## config.mk

```make
export PLATFORM = sky130hd
export DESIGN_NAME = prog_loader
export DESIGN_NICKNAME = d
export VERILOG_FILES = /design/src/rtl/prog_loader.sv
export SDC_FILE = /design/constraint.sdc
export NUM_CORES = 1
export LEC_CHECK = 0
export BUFFER_PORTS_ARGS = -buffer_cell sky130_fd_sc_hd__buf_2
export CORE_UTILIZATION = 56
export CTS_CLUSTER_SIZE = 8
export DETAILED_ROUTE_END_ITERATION = 16
export PLACE_DENSITY = 0.8
export SYNTH_ARGS = -nofsm -noshare
export SYNTH_HDL_FRONTEND = slang
export SYNTH_SLANG_ARGS = --single-unit
```

## constraint.sdc

```tcl
create_clock -name clk -period 3.3 [get_ports clk]
set_input_delay 0.495 -clock clk [delete_from_list [all_inputs] [get_ports clk]]
set_output_delay 0.495 -clock clk [all_outputs]
set_load 0.05 [all_outputs]
```

## src/rtl/prog_loader.sv

```systemverilog
// prog_loader: framed byte-stream loader writing 24-bit words into instruction memory.
// Optional trailing XOR checksum byte enabled by defining PROG_LOADER_CHECKSUM_EN.
module prog_loader #(
    parameter int ADDR_BITS = 4,
    parameter int WORD_WIDTH = 24,
    parameter logic [7:0] SYNC_BYTE = 8'hA5
) (
    input  logic                  clk,
    input  logic                  rst,
    input  logic [7:0]            rx_data,
    input  logic                  rx_valid,
    output logic                  rx_ready,
    output logic                  mem_we,
    output logic [ADDR_BITS-1:0]  mem_addr,
    output logic [WORD_WIDTH-1:0] mem_wdata,
    output logic                  cpu_rst,
    output logic                  done,
    output logic                  error
);
    localparam int DEPTH = 2 ** ADDR_BITS;
    localparam logic [2:0] IDLE  = 3'd0;
    localparam logic [2:0] COUNT = 3'd1;
    localparam logic [2:0] B0    = 3'd2;
    localparam logic [2:0] B1    = 3'd3;
    localparam logic [2:0] B2    = 3'd4;
    localparam logic [2:0] WRITE = 3'd5;
`ifdef PROG_LOADER_CHECKSUM_EN
    localparam logic [2:0] CHECK = 3'd6;
    logic [7:0] csum;
`endif

    logic [2:0]         state;
    logic [ADDR_BITS:0] count;
    logic               take;
    logic               last;

    assign rx_ready = state != WRITE;
    assign take     = rx_valid && rx_ready;
    assign mem_we   = state == WRITE && !rst;
    assign last     = ({1'b0, mem_addr} + (ADDR_BITS+1)'(1)) >= count;

    always_ff @(posedge clk) begin
        if (rst) begin
            state     <= IDLE;
            count     <= '0;
            mem_addr  <= '0;
            mem_wdata <= '0;
            cpu_rst   <= 1'b0;
            done      <= 1'b0;
            error     <= 1'b0;
`ifdef PROG_LOADER_CHECKSUM_EN
            csum      <= '0;
`endif
        end else begin
            done  <= 1'b0;
            error <= 1'b0;
            case (state)
                IDLE: if (take && rx_data == SYNC_BYTE) begin
                    state   <= COUNT;
                    cpu_rst <= 1'b1;
`ifdef PROG_LOADER_CHECKSUM_EN
                    csum    <= '0;
`endif
                end
                COUNT: if (take) begin
`ifdef PROG_LOADER_CHECKSUM_EN
                    csum <= csum ^ rx_data;
`endif
                    if (rx_data == 8'd0) begin
                        done    <= 1'b1;
                        cpu_rst <= 1'b0;
                        state   <= IDLE;
                    end else if ({1'b0, rx_data} > 9'(DEPTH)) begin
                        error   <= 1'b1;
                        cpu_rst <= 1'b0;
                        state   <= IDLE;
                    end else begin
                        count    <= (ADDR_BITS+1)'(rx_data);
                        mem_addr <= '0;
                        state    <= B0;
                    end
                end
                B0, B1, B2: if (take) begin
                    // Bytes arrive MSB first, so shifting left leaves {op, hi, lo}.
                    mem_wdata <= {mem_wdata[WORD_WIDTH-9:0], rx_data};
                    state     <= state == B2 ? WRITE : state + 3'd1;
`ifdef PROG_LOADER_CHECKSUM_EN
                    csum      <= csum ^ rx_data;
`endif
                end
                WRITE: if (!last) begin
                    mem_addr <= mem_addr + 1'b1;
                    state    <= B0;
                end else begin
`ifdef PROG_LOADER_CHECKSUM_EN
                    state   <= CHECK;
`else
                    done    <= 1'b1;
                    cpu_rst <= 1'b0;
                    state   <= IDLE;
`endif
                end
`ifdef PROG_LOADER_CHECKSUM_EN
                CHECK: if (take) begin
                    done    <= rx_data == csum;
                    error   <= rx_data != csum;
                    cpu_rst <= 1'b0;
                    state   <= IDLE;
                end
`endif
                default: state <= IDLE;
            endcase
        end
    end
endmodule

```

======== Word-level counts from Yosys, hierarchy flattened ========
Cells that the tools add are included.
cells by class
  reductions and logical operators ........ 15
  multiplexer cells ....................... 24
  $lt $le $gt $ge ......................... 2
  bitwise operators ....................... 4
  eq/ne operators ......................... 15
  $add $sub $neg .......................... 3
operators with widths
  operator                                                                          count
  4-bit 2-to-1 mux                                                                  4
  2-bit != test (second input constant)                                             7
  3-bit 2-to-1 mux                                                                  4
  3-bit one-hot mux with 4 select lines                                             1
  5-bit AND reduction                                                               2
  1-bit 2-to-1 mux                                                                  9
  8-bit == test (second input constant)                                             1
  8-bit by 5-bit greater-than comparator with 1-bit output (second input constant)  1
  8-bit zero test                                                                   1
  4-bit one-hot mux with 2 select lines                                             1
  3-bit by 2-bit == test with 1-bit output (second input constant)                  2
  3-bit == test (second input constant)                                             2
  2-bit 2-to-1 mux                                                                  3
  3-bit != test (second input constant)                                             2
  4-bit by 1-bit adder with 5-bit output (second input constant)                    1
  5-bit >= comparator                                                               1
  4-bit by 1-bit adder with 4-bit output (second input constant)                    1
  1-bit NOT                                                                         4
  4-bit AND reduction                                                               1
  4-bit OR reduction                                                                1
  3-bit by 1-bit adder with 3-bit output (second input constant)                    1
  3-bit by 1-bit == test with 1-bit output (second input constant)                  1
  1-bit logical AND                                                                 3
  3-bit zero test                                                                   1
  other kinds (8)                                                                   8
word-level totals
  logic and storage cells ................. 70
  register bits ........................... 39
  input port bits ......................... 11
  output and inout bits ................... 33

======== Logic depth before layout (Yosys ltp) ========
Gate-level depths: netlist (run 1).
  depth after elaboration ................. 5
  depth in mapped cells ................... 8
  depth with buffers taken out ............ 8

======== Worst setup path after synthesis (run 1) ========
Ideal clock, no wire load.
  path kind ............................... reg-to-reg
  from .................................... register mem_addr[0]
  to ...................................... register mem_addr[0]
  path slack .............................. 822 ps
  setup time .............................. 121 ps
  data arrival time ....................... 2357 ps
  clock period less this slack ............ 2478 ps
  cell stages (with the launch flop) ...... 9
  path buffers ............................ 0
  path through ............................ dfxtp_1 ha_1 and3_1 ha_1 a21oi_1 nand3_1 a21oi_1 o32a_2 mux2_4
between the ends
  word-level cells in the longest chain between the ends .. 4
ends and longest elaborated chain
  what                                    line  RTL
  start: declaration                      14    output logic [ADDR_BITS-1:0] mem_addr,
  start signal: assignment                92    mem_addr <= mem_addr + 1'b1;
  4-bit by 1-bit adder with 5-bit output  40    assign last = ({1'b0, mem_addr} + (ADDR_BITS+1)'(1)) >= count;
  5-bit >= comparator                     40
  2-bit != test (no line)                 --
  5-bit AND reduction (no line)           --
Several ways; a longest one is shown, not always the timed one. The select of a mux whose other input is x is not followed.
A chain may end at the register's enable or synchronous reset.

======== Worst setup path after layout (run 1) ========
Same ends and word-level chain as after synthesis.

==> results of run 1 <==
## metrics by stage
stage	setup WS [ns]	power (mW)	hold WS, ns
detailed placement	0.9523	0.5512	0.4539
global placement	1.025	0.5511	0.4423
floorplan	0.8218	0.5309	0.4363
global route	0.7529	0.8126	0.4111
finish	0.9265	0.7787	0.4074
CTS	0.9205	0.7840	0.4001
## worst max-delay path, cell delays in order, from the launching register on
cell                      delay [ns]
sky130_fd_sc_hd__dfxtp_1        0.38
sky130_fd_sc_hd__ha_1           0.27
sky130_fd_sc_hd__and3_1         0.20
sky130_fd_sc_hd__ha_1           0.28
sky130_fd_sc_hd__a21oi_1        0.17
sky130_fd_sc_hd__nand3_1        0.09
sky130_fd_sc_hd__a21oi_1        0.30
sky130_fd_sc_hd__o32a_2         0.27
sky130_fd_sc_hd__mux2_4         0.31
## layout make-up
type | instances | area, sq um | area share
clock inverter | 2 | 12.51 | 0.005896
multi-input combinational | 141 | 972.2 | 0.4581
sequential | 39 | 780.7 | 0.3679
tap | 44 | 55.05 | 0.02594
inverter | 10 | 37.54 | 0.01769
timing repair buffer | 44 | 222.7 | 0.1050
clock buffer | 6 | 41.29 | 0.01946
## power groups by stage
stage               sequential (mW)  clock [mW]  combinational [mW]
detailed placement            0.488           0              0.0634
global route                  0.478       0.264              0.0710
finish                        0.477       0.238              0.0639
global placement              0.488           0              0.0635
floorplan                     0.495           0              0.0361
CTS                           0.477       0.243              0.0636
## sequential cells by signal (all words and copies together), names as in the netlist
register / cells
count: 5
cpu_rst: 1
done: 1
error: 1
mem_addr: 4
mem_wdata: 24
state: 3
## layout by cell type, fill, tap and decap left out, drive strengths merged, types with 2 or more instances in the layout
cell / synthesis / final
o211ai: 2 / 2
mux2i: 26 / 26
nand4: 2 / 2
nand2b: 4 / 4
nor2: 29 / 29
inv: 10 / 10
dfxtp: 39 / 39
nand3: 7 / 7
xnor2: 2 / 2
clkbuf: 6 / 6
nand2: 11 / 11
buf: 3 / 44
nor2b: 4 / 4
a21oi: 11 / 11
ha: 10 / 10
and2: 2 / 2
and3: 3 / 3
o21ai: 4 / 4
a31oi: 2 / 2
nor3: 5 / 5
nor4: 4 / 4
## cell usage after synthesis (all sizes together), types with 4 or more instances
cell type  number  area, sq um
nand2          11        41.29
inv            10        37.54
mux2i          26        260.3
o21ai           4        23.77
dfxtp          39        780.8
nor2           29        108.9
nand2b          4        25.02
nor4            4        40.04
clkbuf          6        22.52
nor3            5        25.02
a21oi          11        55.05
ha             10        125.1
nor2b           4        25.02
nand3           7        35.03
## per-layer routing
layer	routed length [um]	up-vias
met1	1718	670
met2	1564	35
met3	127	5
li1	-	782
met4	35	0
met5	0	-
## cells by family (layout without fill, tap and decap cells)
kind of cell               Yosys count  count (layout)  synth area share
muxes                               27              27            0.1501
DFF                                 39              39            0.4256
AOI/OAI and AO/OA                   25              25           0.08595
adders and majority gates           10              10           0.06821
buffers and inverters               19              62           0.04434
xor gates and xnor gates             3               3           0.01433
and+or+nand+nor                     76              76            0.2115
## path summary, 6_finish.rpt
check                               endpoint  slack [ns]  depth (start not counted)
worst min register to register      count[3]        0.47                          2
worst min-delay path            mem_wdata[5]        0.41                          3
worst max register to register   mem_addr[0]        0.93                          8
worst max-delay path             mem_addr[0]        0.93                          8
==> results_dict.tcl, run 1 <==
set metrics [dict create \
    htree_levels 2 \
    max-vdd-ir-drop_uv 245.8 \
    p_leak_nw 1.084 \
    finish.net_count 262 \
    grt_pass1_wl_um 5589 \
    hold_viol_final 0 \
    grt_start_max_net_pins 43 \
    post-cts-setup-buffers 0 \
    inserted_clock_buffers 5 \
    actual_transition_at_the_worst_max_transition_pin_ns 0.7074 \
    insertion_delay_to_the_later_sink_of_the_worst_skew_pair_ns 0.34 \
    tritoncts "done" \
    dr_total_vias 1492 \
    initial_util 0.5959 \
    drt_iter0_markers 46 \
    postRouteAntennaNets 0 \
    rsz0062_at_grt "no" \
    max-cap-violations 0 \
    synth_area_sq_um 1834 \
    gr-usage-met2 0.3291 \
    required_ns 3.54 \
    drc_errors 0 \
    path_clk_slew_ns 0.12 \
    p_sw_frac 0.2590 \
    worstSetupStartpoint "mem_addr[0]" \
    grt_pass1_vias 1281 \
    r2r-start "mem_addr[0]" \
    setup_viol 0 \
    final_core_util 0.6894 \
    synthArstFlopShare 0 \
    power_report.internal_total_mw 0.5770 \
    report.final.slew_viol_count 0 \
    num_rows 20 \
    place.port_buffers 43 \
    post_dp_cell_area_sq_um 2068 \
    drive_above_1_share 0.2273 \
    gp_congestion 0.7912 \
    clock_sink_count 39 \
    number_of_gates_resized_after_cts 0 \
    avgRoutedWirePerCell_um 12.05 \
    critPathArrivalTime_ns 2.62 \
    wirelength_um 3446 \
    die_area_sq_um 3508 \
    die_h_um 59.23 \
    post_layout_nonfiller_instances 286 \
    die_w_um 59.23 \
    grt_most_used_layer "met2" \
    globalRouteOverflowTotal 0 \
    synth-seq-cells 39 \
    hold_path_startpoint "rx_data[5]" \
    max-slew-margin-rel 0.5284 \
    edff_count_synth 0 \
    power.share.sequential 0.613 \
    worst-path-max-fanout 6 \
    place.detailed.instances 278 \
    timing.final.crit_period_ns 2.374 \
    area.growth.synth_to_final_pct 15.69 \
    detailed_place_hpwl_um 2459 \
    hold_path_class "in -> reg" \
    netlist-cell-type-count 37 \
    p_switching_mw 0.2017 \
    postSynthNetCount 220 \
    share_clk_of_total_power 0.305 \
    max_fclk_mhz 421.3 \
    grt_antenna_before_repair 0 \
    final.setup_skew_ns 0.007179 \
    detailedRoute.firstPassIterationCount 5 \
    filler_cell_count 274 \
    gr-usage-all-layers 0.2083 \
    post-route-period-util 0.7193 \
    crit_path_start_kind "flop" \
    combPwrFrac 0.082 \
    yosysSeqAreaShare 0.4256 \
    synthesis.yosys.warnings 0 \
    avgViaCountPerCell 5.217 \
    pin_count 44 \
    cell_area_power_density_nw_per_um2 367.0 \
    antenna_cells_inserted 0 \
    cts_root_buffer "sky130_fd_sc_hd__clkbuf_4" \
    crit_path_end_kind "flop" \
    grtUsageMet1 0.2828 \
    design.core.area_sq_um 3078 \
    grt_util_met3 0.03930 \
    setup-tns-final_ns 0 \
    worstSetupPathType "reg -> reg" \
    post_synth.cell_area_avg_sq_um 9.217 \
    ys.flop_type "sky130_fd_sc_hd__dfxtp_1" \
    post-route-cell-area_sq_um 2122 \
    run_status "finished clean" \
    clk_path_buf_depth 2 \
    post_cts_hold_buffer_count 0 \
    post_synth_inst_count 199 \
]
No activity file was read; power rests on OpenSTA's default activity.
==> run 2, diff against run 1 <==
Settings changed: CORE_UTILIZATION 56 to 47, PLACE_DENSITY 0.8 to 0.71.
Clock period 3.3 ns to 2.11 ns, I/O delays scaled along.
==> run 2 against run 1 <==
Total power is 100% higher. Non-clock buffer count rose by 6. Via count up 3.2%. Sequential cell count is the same. Critical path depth stayed put. Worst setup slack got worse by 0.83 ns. Sequential power is 56% higher. Sequential share of layout area fell by 2.9 points. Combinational power is 64% higher. First-iteration DRC count up 98%. Cell count is 3.5% higher.
==> results_dict.tcl, run 2 (same netlist as run 1, synthesis figures left out) <==
set metrics [dict create \
    setup_viol 0 \
    actual_transition_at_the_worst_max_transition_pin_ns 0.4465 \
    max-slew-margin-rel 0.7019 \
    critical-path-top-cell-by-count "sky130_fd_sc_hd__a21oi_2" \
    post_layout_nonfiller_instances 296 \
    grtUsageMet1 0.2519 \
    hold_path_startpoint "rx_data[7]" \
    gr-usage-all-layers 0.1960 \
    filler_cell_count 348 \
    post-route-period-util 0.9543 \
    post_dp_cell_area_sq_um 2130 \
    grt_util_met3 0.05986 \
    p_leak_nw 1.163 \
    cells_traversed_along_the_worst_timing_path "ha_2 > and3_1 > ha_4 > a21oi_2 > nand3_1 > a21oi_2 > o32a_4 > mux2_4" \
    slowest_delay_ns 0.36 \
    crit_path_end_kind "flop" \
    ff_latch_area_sq_um 784.5 \
    antenna_cells_inserted 0 \
    critical_path.slowest_cell "sky130_fd_sc_hd__dfxtp_2" \
    die_h_um 64.47 \
    design.core.area_sq_um 3689 \
    mostFrequentLayoutCells "sky130_fd_sc_hd__buf_2 (42), sky130_fd_sc_hd__dfxtp_1 (36), sky130_fd_sc_hd__nor2_1 (28), sky130_fd_sc_hd__mux2i_1 (26), sky130_fd_sc_hd__nand2_1 (11)" \
    drc_errors 0 \
    grt_most_used_layer "met2" \
    worstSetupPathType "reg -> reg" \
    area.growth.synth_to_final_pct 26.06 \
    drt_iter0_markers 91 \
    run_status "finished clean" \
    required_ns 2.29 \
    num_rows 22 \
    timing.final.crit_period_ns 2.014 \
    pin_count 44 \
    grt_start_max_net_pins 25 \
    avgRoutedWirePerCell_um 13.02 \
    timing.reg2reg.setup_slack_ns 0.1 \
    cts_root_buffer "sky130_fd_sc_hd__clkbuf_8" \
    critPathArrivalTime_ns 2.19 \
    finalWorstSetupSlack_ns 0.09636 \
    detailed_place_hpwl_um 2734 \
    clk_path_buf_depth 2 \
    max-vdd-ir-drop_uv 447.6 \
    number_of_flip_flops_under_the_largest_register_name 24 \
    postRouteAntennaNets 0 \
    grt_antenna_before_repair 0 \
    globalRouteOverflowTotal 0 \
    worstSetupStartpoint "mem_addr[1]" \
    place.port_buffers 43 \
    worst_hold_slack_ns 0.2947 \
    hold_path_class "in -> reg" \
    report.final.slew_viol_count 0 \
    clock_sink_count 39 \
    tritoncts "done" \
    htree_levels 2 \
    register_with_the_highest_flop_count "mem_wdata" \
    avgViaCountPerCell 5.199 \
    post-route-cell-area_sq_um 2312 \
    largest_registers "mem_wdata: 24 flops, count: 5 flops, mem_addr: 4 flops" \
    die_area_sq_um 4156 \
    grt_pass1_vias 1320 \
    finish.net_count 268 \
    multiInputGateArea_sq_um 1015 \
    rsz0062_at_grt "no" \
    final.setup_skew_ns 0.004700 \
    max-cap-violations 0 \
    wirelength_um 3854 \
    inserted_clock_buffers 5 \
    max_fclk_mhz 496.6 \
    gp_congestion 0.7685 \
    crit_path_start_kind "flop" \
    insertion_delay_to_the_later_sink_of_the_worst_skew_pair_ns 0.29 \
    r2r-start "mem_addr[1]" \
    cell_area_power_density_nw_per_um2 682.9 \
    most_common_cell_after_layout_fill_and_taps_aside "sky130_fd_sc_hd__buf_2" \
    die_w_um 64.47 \
    gr-usage-met2 0.3145 \
    dr_total_vias 1539 \
    hold_viol_final 0 \
    placement_stage_worst_setup_slack_ns 0.01523 \
    drive_above_1_share 0.2823 \
    grt_pass1_wl_um 6182 \
    path_clk_slew_ns 0.08 \
    worst-path-max-fanout 4 \
    initial_util 0.4973 \
    place.detailed.instances 287 \
    detailedRoute.firstPassIterationCount 4 \
]
-- run 2: changes by cell type in the layout (fill, tap and decap cells not counted), sizes merged --
cell and change:
clkinvlp -1, buf +5, bufinv +2, clkinv -1
clkbuf +1
-- run 2: layer usage --
metal	vias to the layer above	part of all wire
li1	791	-
met4	0	0.0070
met1	709	0.45
met3	2	0.044
met2	37	0.50
met5	-	0
-- run 2: worst paths after layout --
check	endpoint	depth (start not counted)
setup / recovery	mem_addr[0]	8
hold / removal	mem_wdata[7]	3
setup reg to reg	mem_addr[0]	8
hold reg to reg	count[2]	2
-- run 2: stage by stage --
stage            util  power, mW  setup TNS [ns]
3_3_place_gp   0.5773     0.8648               0
4_1_cts        0.6133      1.594               0
5_1_grt        0.6269      1.646               0
6_report       0.6269      1.579               0
3_5_place_dp   0.5773     0.8644               0
2_1_floorplan       -     0.8302         -0.1567
-- run 2: cell type report --
class	instances	area share
Clock buffer	6	0.03139
Tap cell	48	0.02597
Sequential cell	39	0.3393
Clock inverter	2	0.02597
Inverter	10	0.01623
Timing Repair Buffer	50	0.1223
Multi-Input combinational cell	141	0.4389
-- run 2: worst max-delay path: cells and delay by family (launching register included) --
family	cells	cell delay (ns)
flip-flops	1	0.36
AO/OA/AOI/OAI	3	0.52
multiplexers	1	0.29
adder cells (fa/ha/maj)	2	0.42
AND/OR/NAND/NOR	2	0.32
-- run 2: repair_timing --
action | CTS | global route
buffers inserted | 0 | 1
resized for setup | 0 | 8
hold buffers | 0 | 0
setup endpoints to repair | 0 | 5
-- run 2: power by group --
part | switching, mW | leakage (nW) | internal, mW | total, mW
clock network | 0.256 | 0.0654 | 0.473 | 0.729
logic | 0.0709 | 0.782 | 0.0337 | 0.105
registers | 0.00424 | 0.316 | 0.741 | 0.746
total | 0.331 | 1.16 | 1.25 | 1.58
